==> config.mk <==
export PLATFORM = sky130hd
export DESIGN_NAME = mips_multicycle_ctrl
export DESIGN_NICKNAME = d
export VERILOG_FILES = /design/src/rtl/mips_ctrl_pkg.sv /design/src/rtl/mips_ctrl_decode.sv /design/src/rtl/mips_multicycle_ctrl.sv
export SDC_FILE = /design/constraint.sdc
export NUM_CORES = 1
export LEC_CHECK = 0
export CORE_MARGIN = 2
export CORE_UTILIZATION = 47
export CTS_CLUSTER_SIZE = 8
export DETAILED_ROUTE_END_ITERATION = 6
export GPL_TIMING_DRIVEN = 1
export PLACE_DENSITY = 0.86
export SYNTH_ARGS = -nofsm -noshare
export SYNTH_HDL_FRONTEND = slang
export SYNTH_HIERARCHICAL = 1
export SYNTH_SLANG_ARGS = --single-unit
==> constraint.sdc <==
create_clock -name clk -period 5.09 [get_ports clk]
set_clock_uncertainty 0.05 [all_clocks]
set_input_delay 0.509 -clock clk [delete_from_list [all_inputs] [get_ports clk]]
set_output_delay 0.509 -clock clk [all_outputs]
set_load 0.005 [all_outputs]
==> src/rtl/mips_ctrl_pkg.sv <==
// Shared encodings for the multicycle MIPS controller: states, opcodes,
// funct codes, ALU operation codes, mux selects and the control word.
package mips_ctrl_pkg;

    typedef logic [4:0] state_t;

    localparam state_t S_RST      = 5'd0;
    localparam state_t S_F0       = 5'd1;
    localparam state_t S_F1       = 5'd2;
    localparam state_t S_F2       = 5'd3;
    localparam state_t S_DEC      = 5'd4;
    localparam state_t S_R_EX     = 5'd5;
    localparam state_t S_R_WB     = 5'd6;
    localparam state_t S_ADDI_EX  = 5'd7;
    localparam state_t S_ADDI_WB  = 5'd8;
    localparam state_t S_MEM_ADDR = 5'd9;
    localparam state_t S_LW_RD    = 5'd10;
    localparam state_t S_LW_WAIT  = 5'd11;
    localparam state_t S_LW_WB    = 5'd12;
    localparam state_t S_SW_WR    = 5'd13;
    localparam state_t S_BR       = 5'd14;
    localparam state_t S_JMP      = 5'd15;
    localparam state_t S_EXC_EPC  = 5'd16;
    localparam state_t S_EXC_JMP  = 5'd17;

    localparam logic [5:0] OP_R    = 6'h00;
    localparam logic [5:0] OP_ADDI = 6'h08;
    localparam logic [5:0] OP_LW   = 6'h23;
    localparam logic [5:0] OP_SW   = 6'h2B;
    localparam logic [5:0] OP_BEQ  = 6'h04;
    localparam logic [5:0] OP_BNE  = 6'h05;
    localparam logic [5:0] OP_J    = 6'h02;

    localparam logic [5:0] FN_ADD = 6'h20;
    localparam logic [5:0] FN_SUB = 6'h22;
    localparam logic [5:0] FN_AND = 6'h24;
    localparam logic [5:0] FN_XOR = 6'h26;

    localparam logic [2:0] ALU_ADD = 3'b001;
    localparam logic [2:0] ALU_SUB = 3'b010;
    localparam logic [2:0] ALU_AND = 3'b011;
    localparam logic [2:0] ALU_XOR = 3'b110;

    localparam logic [1:0] SRCB_B    = 2'b00;
    localparam logic [1:0] SRCB_4    = 2'b01;
    localparam logic [1:0] SRCB_IMM  = 2'b10;
    localparam logic [1:0] SRCB_IMM2 = 2'b11;

    localparam logic [1:0] PCS_ALU    = 2'b00;
    localparam logic [1:0] PCS_ALUOUT = 2'b01;
    localparam logic [1:0] PCS_JUMP   = 2'b10;
    localparam logic [1:0] PCS_EXC    = 2'b11;

    typedef struct packed {
        logic       pc_write;
        logic [1:0] pc_source;
        logic       i_or_d;
        logic       mem_write;
        logic       ir_write;
        logic       reg_write;
        logic       reg_dst;
        logic       mem_to_reg;
        logic       alu_src_a;
        logic [1:0] alu_src_b;
        logic [2:0] alu_op;
        logic       alu_out_write;
        logic       ab_write;
        logic       epc_write;
    } ctrl_t;

    function automatic logic funct_valid(input logic [5:0] funct);
        return (funct == FN_ADD) || (funct == FN_SUB) ||
               (funct == FN_AND) || (funct == FN_XOR);
    endfunction

endpackage

==> src/rtl/mips_ctrl_decode.sv <==
// Combinational output decode: one control word per state. The branch
// PCWrite is the only output that also depends on a live input (Zero).
module mips_ctrl_decode
    import mips_ctrl_pkg::*;
(
    input  logic [4:0] state,
    input  logic [5:0] funct,
    input  logic       op_lsb,
    input  logic       zero,
    output ctrl_t      ctrl
);

    always_comb begin
        ctrl = '0;
        case (state)
            S_F0, S_F1, S_F2: begin
                ctrl.alu_src_b = SRCB_4;
                ctrl.alu_op    = ALU_ADD;
                if (state == S_F2) begin
                    ctrl.ir_write  = 1'b1;
                    ctrl.pc_write  = 1'b1;
                    ctrl.pc_source = PCS_ALU;
                end
            end
            S_DEC: begin
                ctrl.alu_src_b     = SRCB_IMM2;
                ctrl.alu_op        = ALU_ADD;
                ctrl.alu_out_write = 1'b1;
                ctrl.ab_write      = 1'b1;
            end
            S_R_EX: begin
                ctrl.alu_src_a     = 1'b1;
                ctrl.alu_src_b     = SRCB_B;
                ctrl.alu_out_write = 1'b1;
                case (funct)
                    FN_SUB:  ctrl.alu_op = ALU_SUB;
                    FN_AND:  ctrl.alu_op = ALU_AND;
                    FN_XOR:  ctrl.alu_op = ALU_XOR;
                    default: ctrl.alu_op = ALU_ADD;
                endcase
            end
            S_R_WB: begin
                ctrl.reg_write = 1'b1;
                ctrl.reg_dst   = 1'b1;
            end
            S_ADDI_EX, S_MEM_ADDR: begin
                ctrl.alu_src_a     = 1'b1;
                ctrl.alu_src_b     = SRCB_IMM;
                ctrl.alu_op        = ALU_ADD;
                ctrl.alu_out_write = 1'b1;
            end
            S_ADDI_WB: ctrl.reg_write = 1'b1;
            S_LW_RD, S_LW_WAIT: ctrl.i_or_d = 1'b1;
            S_LW_WB: begin
                ctrl.reg_write  = 1'b1;
                ctrl.mem_to_reg = 1'b1;
            end
            S_SW_WR: begin
                ctrl.i_or_d    = 1'b1;
                ctrl.mem_write = 1'b1;
            end
            // opcode bit 0 separates bne (0x05) from beq (0x04)
            S_BR: begin
                ctrl.alu_src_a = 1'b1;
                ctrl.alu_src_b = SRCB_B;
                ctrl.alu_op    = ALU_SUB;
                ctrl.pc_source = PCS_ALUOUT;
                ctrl.pc_write  = zero ^ op_lsb;
            end
            S_JMP: begin
                ctrl.pc_write  = 1'b1;
                ctrl.pc_source = PCS_JUMP;
            end
            S_EXC_EPC: begin
                ctrl.alu_src_b = SRCB_4;
                ctrl.alu_op    = ALU_SUB;
                ctrl.epc_write = 1'b1;
            end
            S_EXC_JMP: begin
                ctrl.pc_write  = 1'b1;
                ctrl.pc_source = PCS_EXC;
            end
            default: ctrl = '0;
        endcase
    end

endmodule

==> src/rtl/mips_multicycle_ctrl.sv <==
// Multicycle MIPS control FSM: state register, next-state logic and the
// exception cause register; outputs come from mips_ctrl_decode.
module mips_multicycle_ctrl
    import mips_ctrl_pkg::*;
(
    input  logic       clk,
    input  logic       reset,
    input  logic [5:0] OPCODE,
    input  logic [5:0] FUNCT,
    input  logic       Zero,
    input  logic       Overflow,
    output logic       PCWrite,
    output logic [1:0] PCSource,
    output logic       IorD,
    output logic       MemWrite,
    output logic       IRWrite,
    output logic       RegWrite,
    output logic       RegDst,
    output logic       MemToReg,
    output logic       ALUSrcA,
    output logic [1:0] ALUSrcB,
    output logic [2:0] ALUOp,
    output logic       ALUOutWrite,
    output logic       ABWrite,
    output logic       EPCWrite,
    output logic       ExcCause,
    output logic [4:0] State
);

    state_t cur_state;
    state_t nxt_state;
    logic   cause_nxt;
    logic   exc_cause;
    logic   arith_op;
    ctrl_t  ctrl;

    assign arith_op = (FUNCT == FN_ADD) || (FUNCT == FN_SUB);

    always_comb begin
        nxt_state = S_RST;
        cause_nxt = 1'b0;
        case (cur_state)
            S_RST: nxt_state = S_F0;
            S_F0:  nxt_state = S_F1;
            S_F1:  nxt_state = S_F2;
            S_F2:  nxt_state = S_DEC;
            S_DEC: begin
                case (OPCODE)
                    OP_R:         nxt_state = funct_valid(FUNCT) ? S_R_EX : S_EXC_EPC;
                    OP_ADDI:      nxt_state = S_ADDI_EX;
                    OP_LW, OP_SW: nxt_state = S_MEM_ADDR;
                    OP_BEQ, OP_BNE: nxt_state = S_BR;
                    OP_J:         nxt_state = S_JMP;
                    default:      nxt_state = S_EXC_EPC;
                endcase
            end
            S_R_EX: begin
                cause_nxt = 1'b1;
                nxt_state = (Overflow && arith_op) ? S_EXC_EPC : S_R_WB;
            end
            S_ADDI_EX: begin
                cause_nxt = 1'b1;
                nxt_state = Overflow ? S_EXC_EPC : S_ADDI_WB;
            end
            S_MEM_ADDR: nxt_state = (OPCODE == OP_SW) ? S_SW_WR : S_LW_RD;
            S_LW_RD:    nxt_state = S_LW_WAIT;
            S_LW_WAIT:  nxt_state = S_LW_WB;
            S_EXC_EPC:  nxt_state = S_EXC_JMP;
            S_R_WB, S_ADDI_WB, S_LW_WB, S_SW_WR, S_BR, S_JMP, S_EXC_JMP:
                nxt_state = S_F0;
            default:    nxt_state = S_RST;
        endcase
    end

    // EXC_EPC never loops on itself, so entering it is the only latch point
    always_ff @(posedge clk) begin
        if (reset) begin
            cur_state <= S_RST;
            exc_cause <= 1'b0;
        end else begin
            cur_state <= nxt_state;
            if (nxt_state == S_EXC_EPC)
                exc_cause <= cause_nxt;
        end
    end

    mips_ctrl_decode u_decode (
        .state  (cur_state),
        .funct  (FUNCT),
        .op_lsb (OPCODE[0]),
        .zero   (Zero),
        .ctrl   (ctrl)
    );

    assign PCWrite     = ctrl.pc_write;
    assign PCSource    = ctrl.pc_source;
    assign IorD        = ctrl.i_or_d;
    assign MemWrite    = ctrl.mem_write;
    assign IRWrite     = ctrl.ir_write;
    assign RegWrite    = ctrl.reg_write;
    assign RegDst      = ctrl.reg_dst;
    assign MemToReg    = ctrl.mem_to_reg;
    assign ALUSrcA     = ctrl.alu_src_a;
    assign ALUSrcB     = ctrl.alu_src_b;
    assign ALUOp       = ctrl.alu_op;
    assign ALUOutWrite = ctrl.alu_out_write;
    assign ABWrite     = ctrl.ab_write;
    assign EPCWrite    = ctrl.epc_write;
    assign ExcCause    = exc_cause;
    assign State       = cur_state;

endmodule

; Word level (Yosys, flattened, before mapping)
; Cells that the tools add are included.
[totals]
elab_cells = 69
out_inout_bits = 24
ff_bits = 6
[op_classes]
n_bitwise = 1
muxes = 22
n_eq_ne = 28
reduce_logical = 16
[op_table]
columns = op, count
row1 = 5-bit one-hot mux with 11 select lines, 1
row2 = "5-bit by 4-bit == test with 1-bit output, second input constant", 8
row3 = "6-bit == test, second input constant", 6
row4 = 5-bit one-hot mux with 6 select lines, 1
row5 = 5-bit one-hot mux with 5 select lines, 1
row6 = "5-bit by 3-bit == test with 1-bit output, second input constant", 4
row7 = "5-bit == test, second input constant", 3
row8 = 5-bit 2-to-1 mux, 3
row9 = "6-bit by 3-bit == test with 1-bit output, second input constant", 2
row10 = 1-bit 2-to-1 mux, 12
row11 = 3-bit one-hot mux with 4 select lines, 1
row12 = "5-bit by 2-bit == test with 1-bit output, second input constant", 2
row13 = 3-bit one-hot mux with 3 select lines, 1
row14 = 3-bit OR reduction, 3
row15 = 2-bit OR reduction, 4
row16 = 4-bit OR reduction, 2
row17 = 8-bit OR reduction, 1
row18 = "6-bit by 2-bit == test with 1-bit output, second input constant", 1
row19 = "6-bit by 4-bit == test with 1-bit output, second input constant", 1
row20 = 6-bit logical NOT, 1
row21 = 3-bit 2-to-1 mux, 2
row22 = "5-bit by 1-bit == test with 1-bit output, second input constant", 1
row23 = 5-bit logical NOT, 1
row24 = 1-bit logical OR, 3
row25 = 2 further kinds, 2

; Depth between registers and ports, before layout
; Gate-level depths: netlist of run 1.
[logic_depth]
word_depth = 8
mapped_depth = 5

; Hierarchy
; The synthesis of run 1 kept the hierarchy.
[modules_own_cells]
columns = mod, seq_area_each_um2, cells_per_inst, area_each_um2, instances
row1 = mips_multicycle_ctrl, 120.1, 86, 634.4, 1
row2 = mips_ctrl_decode, 0.0, 57, 361.6, 1

; Worst setup path before layout of run 1
; OpenSTA, ideal clock, no wires.
[synth_path]
path_kind = input port to flip-flop
start = input FUNCT[0]
end = register cur_state[1], in the netlist State[1]
required_ns = 4.920
arrival_time_ns = 1.839
path_slack_ns = 3.081
stages = 4
setup_time_ns = 0.120
path_cell_list = or4b_4 -> or3b_4 -> and2_4 -> o31a_1
[synth_via]
elab_chain_len = 5
[synth_lines]
columns = element, line_no
row1 = start: declaration, mips_multicycle_ctrl.sv:9  ; input logic [5:0] FUNCT,
row2 = 6-bit == test, mips_multicycle_ctrl.sv:37  ; assign arith_op = (FUNCT == FN_ADD) || (FUNCT == FN_SUB);
row3 = 1-bit logical OR *, mips_multicycle_ctrl.sv:37
row4 = 1-bit logical AND *, mips_multicycle_ctrl.sv:59  ; nxt_state = (Overflow && arith_op) ? S_EXC_EPC : S_R_WB;
row5 = 5-bit 2-to-1 mux *, mips_multicycle_ctrl.sv:59
row6 = 5-bit one-hot mux with 11 select lines *, mips_multicycle_ctrl.sv:42  ; case (cur_state)
row7 = end signal: assignment, mips_multicycle_ctrl.sv:81  ; cur_state <= nxt_state;
row8 = end: declaration, mips_multicycle_ctrl.sv:30  ; state_t cur_state;
; Mark *: on every way between the ends. The rest lies on a longest branch, timed or not.
; A chain may end at the register's enable or synchronous reset.

; Final worst setup path of run 1
[layout_path]
start = input FUNCT[0]
end = output ALUOp[1]
[layout_via]
elab_chain_len = 3
[layout_lines]
columns = element, line_no
row1 = 6-bit == test, mips_ctrl_decode.sv:35  ; case (funct)
row2 = 3-bit one-hot mux with 3 select lines *, mips_ctrl_decode.sv:35
row3 = 5-bit one-hot mux with 6 select lines *, mips_ctrl_decode.sv:15  ; case (state)
row4 = end: declaration, mips_multicycle_ctrl.sv:22  ; output logic [2:0] ALUOp,
; Marked as above.

==> results of run 1 <==
[cells by family after synthesis]
logic type,after synthesis,share of synthesized area
AO/OA/AOI/OAI,44,0.307
XOR/XNOR,1,0.00880
buffers and inverters,15,0.0616
flip-flops,6,0.121
multiplexers,1,0.0101
AND/OR/NAND/NOR,76,0.492
[layer usage]
metal,vias to the layer above,part of all wire,track usage
met5,-,0,0
met4,0,0.019,0.111
met3,7,0.043,0.0333
met2,41,0.49,0.423
met1,562,0.45,0.280
li1,607,-,-
[layout by cell type, fill, tap and decap left out, types with 2 or more instances in the layout]
cell and count:
o31a_1 2, nand2_1 5, nor4b_1 2, or3_1 4, nand3b_1 6, nor2_1 14, a21oi_1 13, or3b_1 2
nor4bb_1 2, nand2b_1 6, nor3b_1 2, o21ai_0 6, nand4b_1 2, or4b_1 3, nor2b_1 5, clkdlybuf4s50_1 39
clkbuf_4 3, nand3_1 3, o21a_1 4, inv_1 2, nor4_1 3, and2_1 2, or4b_4 2, nor3_1 7
dfxtp_1 6, o21bai_1 2
[final timing paths]
path / endpoint / depth (start not counted)
worst max register to register: State[1] / 4
worst min-delay path: ExcCause / 2
worst min register to register: ExcCause / 2
worst max-delay path: ALUOp[1] / 5
[worst max-delay path, delay by kind of cell]
| kind | cells | cell delay [ps] |
|---|---|---|
| buf+inv | 2 | 980 |
| compound gates | 2 | 450 |
| simple gates | 1 | 530 |
[where the power goes]
part / switching [mW] / internal [mW]
Combinational: 0.0396 / 0.0623
Sequential: 0.0246 / 0.0508
Clock: 0.0170 / 0.0267
[stage by stage]
stage          std cells  instance area [µm²]  worst slack [ps]
6_report             199                 1390              2070
5_1_grt              199                 1390              1860
4_1_cts              199                 1390              2070
3_5_place_dp         196                 1370              2080
3_3_place_gp         196                 1370              2080
2_1_floorplan        143                  996              3080
[cell type report]
cell class / count / area, µm²
clock buffer: 3 / 22.5
multi-input combinational: 122 / 815
sequential: 6 / 120
timing repair buffer: 39 / 390
fill: 163 / 593
tap: 27 / 33.8
inverter: 2 / 7.51
[sequential cells by signal (all words and copies together), names as in the netlist]
signal,flops
ExcCause,1
State,5
==> qor.txt, run 1 <==
Mean post-synth cell area = 6.96 µm²
Crit path DAT = 2460 ps
Post-synth top area share = 0.121
Synth Cell Area = 996 µm²
Post-synth top flop = dfxtp_1
Num CTS Buffers = 3
Total Routing Usage GR = 0.240
Synth area leaders = dfxtp_1 12%, a21oi_1 6.5%, nor2_1 5.3%, nand3b_1 4.5%, nand2b_1 3.8%
Largest net degree at the start of global routing = 32
I/O pin total = 40
Worst-Margin Slew = 928 ps
Layout cells sized above 1 = 0.0581
Rows = 16
DR vias = 1217
Utilization after layout = 0.701
Worst VDD drop = 0.000171 V
CP startpoint kind = primary input
Routed length per instance = 13.8 µm
Min Hold Slack = 460 ps
Power density over the cells = 159 mW/mm²
Die Ht = 50.0 µm
Synth Warn # = 6
Synth top cells by count = 14 x nor2_1, 13 x a21oi_1, 9 x clkbuf_1
Distinct cells, synth = 51
Cells after synthesis = 143
# clock sinks = 6
CTS clk-pin slew, worst paths = 40 ps
Seq/Total Area, Yosys = 0.121
EDFF count, synth = 0
Post-route ant nets = 0
Post-CTS Setup Bufs = 0
Syn nets = 159
CTS resizes = 0
Leakage Power = 0.467 nW
Die ar. = 0.00250 mm²
Number of global-route vias before repair = 1114
Die width = 50.0 µm
Hold path startpoint = ExcCause
Tmin final = 3020 ps
First-pass GRT wire length = 4770 µm
R2r setup slk = 3180 ps
Hold Buf Count CTS = 0
TritonCTS clock tree = built
HPWL after detailed placement = 1970 µm
Final setup fails = 0
Beginning of the critical path = FUNCT[0]
CP max stage cell = clkdlybuf4s50_1
Crit path cell chain = clkdlybuf4s50_1 > nor4b_1 > o21ai_0 > o41ai_1 > clkdlybuf4s50_1
DRT iter0 DRCs = 43
Critical R2R Launch = State[1]
Clock root buffer = clkbuf_4
Most frequent cell after synthesis = nor2_1
I/O Buffers = 39
Setup TNS = 0 ps
Core ar. = 0.00198 mm²
Number of synthesized register bits = 6
CP Data Required Time = 4530 ps
FMAX = 0.331 GHz
Most frequent CP cell = clkdlybuf4s50_1
Period utilization = 0.594
Worst min path class = reg -> reg
Detailed Routing Iterations Pass 1 = 4
Clk buf depth = 2
Initial Util = 0.503
# nets final = 190
Post-synth top area cell = dfxtp_1
Vias/cell = 6.12
Routed WL = 2750 µm
Worst-Skew Late Latency = 250 ps
H-tree Lvls = 1
Synth async-reset ratio = 0
Final Hold Vio Count = 0
Initial antenna violation count = 0
RD Place Congestion = 0.836
Slew HR = 0.381
Max-cap violations = 0
Area added between synthesis and finish = 39.4%
Tot Pwr = 221 µW
Run status = complete, no violations
CP peak stage delay = 560 ps
CP Max Fanout = 3
Worst Setup Path Type = in -> out
# DRC = 0
GR Overflow Total = 0
RSZ-0062 raised after global routing = false
Diodes inserted = 0
Crit. End Element = output pin
Final Slew Violations = 0
(Power assumes the default switching activity.)
==> run 2, diff against run 1 <==
--- a/config.mk
+++ b/config.mk
@@ -6,11 +6,11 @@
 export NUM_CORES = 1
 export LEC_CHECK = 0
 export CORE_MARGIN = 2
-export CORE_UTILIZATION = 47
+export CORE_UTILIZATION = 43
 export CTS_CLUSTER_SIZE = 8
 export DETAILED_ROUTE_END_ITERATION = 6
 export GPL_TIMING_DRIVEN = 1
-export PLACE_DENSITY = 0.86
+export PLACE_DENSITY = 0.8
 export SYNTH_ARGS = -nofsm -noshare
 export SYNTH_HDL_FRONTEND = slang
 export SYNTH_HIERARCHICAL = 1
==> constraint.sdc (replaced) <==
create_clock -name clk -period 2.9 [get_ports clk]
set_clock_uncertainty 0.05 [all_clocks]
set_input_delay 0.29 -clock clk [delete_from_list [all_inputs] [get_ports clk]]
set_output_delay 0.29 -clock clk [all_outputs]
set_load 0.005 [all_outputs]
==> run 2 against run 1 <==
Compared with the run above: cell count up 2.5%; register-to-register slack worse by 2100 ps; via count up 0.33%; worst setup slack worse by 1800 ps; combinational power up 100%; sequential cell count unchanged; hold slack about the same; critical path type is now reg -> out; largest power group unchanged.
==> qor.txt, run 2 (synthesized netlist as in run 1, its figures left out) <==
Run status = complete, no violations
GR Overflow Total = 0
Num CTS Buffers = 3
# nets final = 194
Power density over the cells = 283 mW/mm²
TritonCTS clock tree = built
Initial Util = 0.455
Final Non-Filler Cells = 204
Switching pwr = 150 µW
Max-cap violations = 0
CP delay by family, top = flip-flops
Layout cells sized above 1 = 0.0795
Commonest non-fill, non-tap cells in the layout = 39 x clkdlybuf4s50_1, 14 x nor2_1, 13 x a21oi_1
Die width = 52.1 µm
Sw Ratio = 0.374
WP depth = 4
HPWL after detailed placement = 2080 µm
Final Slew Violations = 0
Total Routing Usage GR = 0.224
Vias/cell = 5.99
# clock sinks = 6
Die ar. = 0.00272 mm²
FF/Latch Area = 120 µm²
Buf/Inv on CP = 1
Utilization after layout = 0.648
Post-DP Area = 0.00140 mm²
Post-route ant nets = 0
Final setup fails = 0
Worst min path class = reg -> reg
Area added between synthesis and finish = 42.6%
Crit path cell chain = nor3_1 > or3b_1 > a21oi_1 > clkdlybuf4s50_1
Routed WL = 2850 µm
DR vias = 1221
Setup TNS = 0 ps
CP max stage cell = dfxtp_1
Inst Count DP = 201
Post-CTS Setup Bufs = 0
Largest net degree at the start of global routing = 26
Clk buf depth = 2
Core ar. = 0.00219 mm²
CTS resizes = 0
Reg2reg path depth = 5
First-pass GRT wire length = 4770 µm
FMAX = 0.376 GHz
Comb pwr share = 0.507
RSZ-0062 raised after global routing = false
Power Internal = 251 µW
Diodes inserted = 0
CTS clk-pin slew, worst paths = 50 ps
Leakage Power = 0.488 nW
Worst Hold Depth = 2
Filler cells = 203
Clk pwr share = 0.207
# DRC = 0
Seq pwr share = 0.286
Period utilization = 0.918
H-tree Lvls = 1
Rows = 17
Worst-Margin Slew = 746 ps
CP peak stage delay = 800 ps
Initial antenna violation count = 0
Commonest non-fill, non-tap cell in the layout = clkdlybuf4s50_1
Tmin final = 2660 ps
Crit path DAT = 2320 ps
Number of global-route vias before repair = 1104
Area of the multi-input gates = 815 µm²
Tot Pwr = 402 µW
I/O Buffers = 39
RD Place Congestion = 0.933
I/O pin total = 40
Worst Setup Path Type = reg -> out
Slew HR = 0.502
Detailed Routing Iterations Pass 1 = 4
Crit. End Element = output pin
Hold Buf Count CTS = 0
Min Hold Slack = 461 ps
DRT iter0 DRCs = 28
Place WS = 247 ps
Max FFs per register = 5
CP Data Required Time = 2560 ps
CP startpoint kind = flop
Worst VDD drop = 0.000280 V
Design area = 0.00142 mm²
Routed length per instance = 14.0 µm
Clock root buffer = clkbuf_4
CP Max Fanout = 25
Final Hold Vio Count = 0
Worst Slack Setup Final = 239 ps
Die Ht = 52.1 µm
Worst-Skew Late Latency = 260 ps
[run 2: path summary, 6_finish.rpt]
kind | startpoint | endpoint | slack, ps
setup / recovery | State[2] | ALUSrcB[0] | 240
hold reg to reg | ExcCause | ExcCause | 460
setup reg to reg | State[1] | State[2] | 1040
hold / removal | ExcCause | ExcCause | 460
[run 2: final cells by class]
cell class,instances,area share
sequential,6,0.0846
tap,28,0.0247
timing repair buffer,43,0.296
multi-input combinational,122,0.574
clock buffer,3,0.0159
inverter,2,0.00529
[run 2: per-layer routing]
| metal | share of wire | global-route usage | up-vias |
|---|---|---|---|
| met2 | 0.49 | 0.401 | 43 |
| li1 | - | - | 618 |
| met5 | 0 | 0 | - |
| met3 | 0.055 | 0.0115 | 5 |
| met4 | 0.011 | 0.0658 | 0 |
| met1 | 0.44 | 0.287 | 555 |
[run 2: power groups by stage]
stage          Combinational, mW  Clock, mW  Sequential (mW)
2_1_floorplan              0.121          0            0.103
3_3_place_gp               0.197          0            0.115
3_5_place_dp               0.201          0            0.116
4_1_cts                    0.204     0.0824            0.115
5_1_grt                    0.225     0.0870            0.118
6_report                   0.204     0.0831            0.115
[run 2: tightest hold or removal path, cell delays in order (launching register included)]
cell	delay, ps
dfxtp_1	300
a21oi_1	110
nor3_1	50
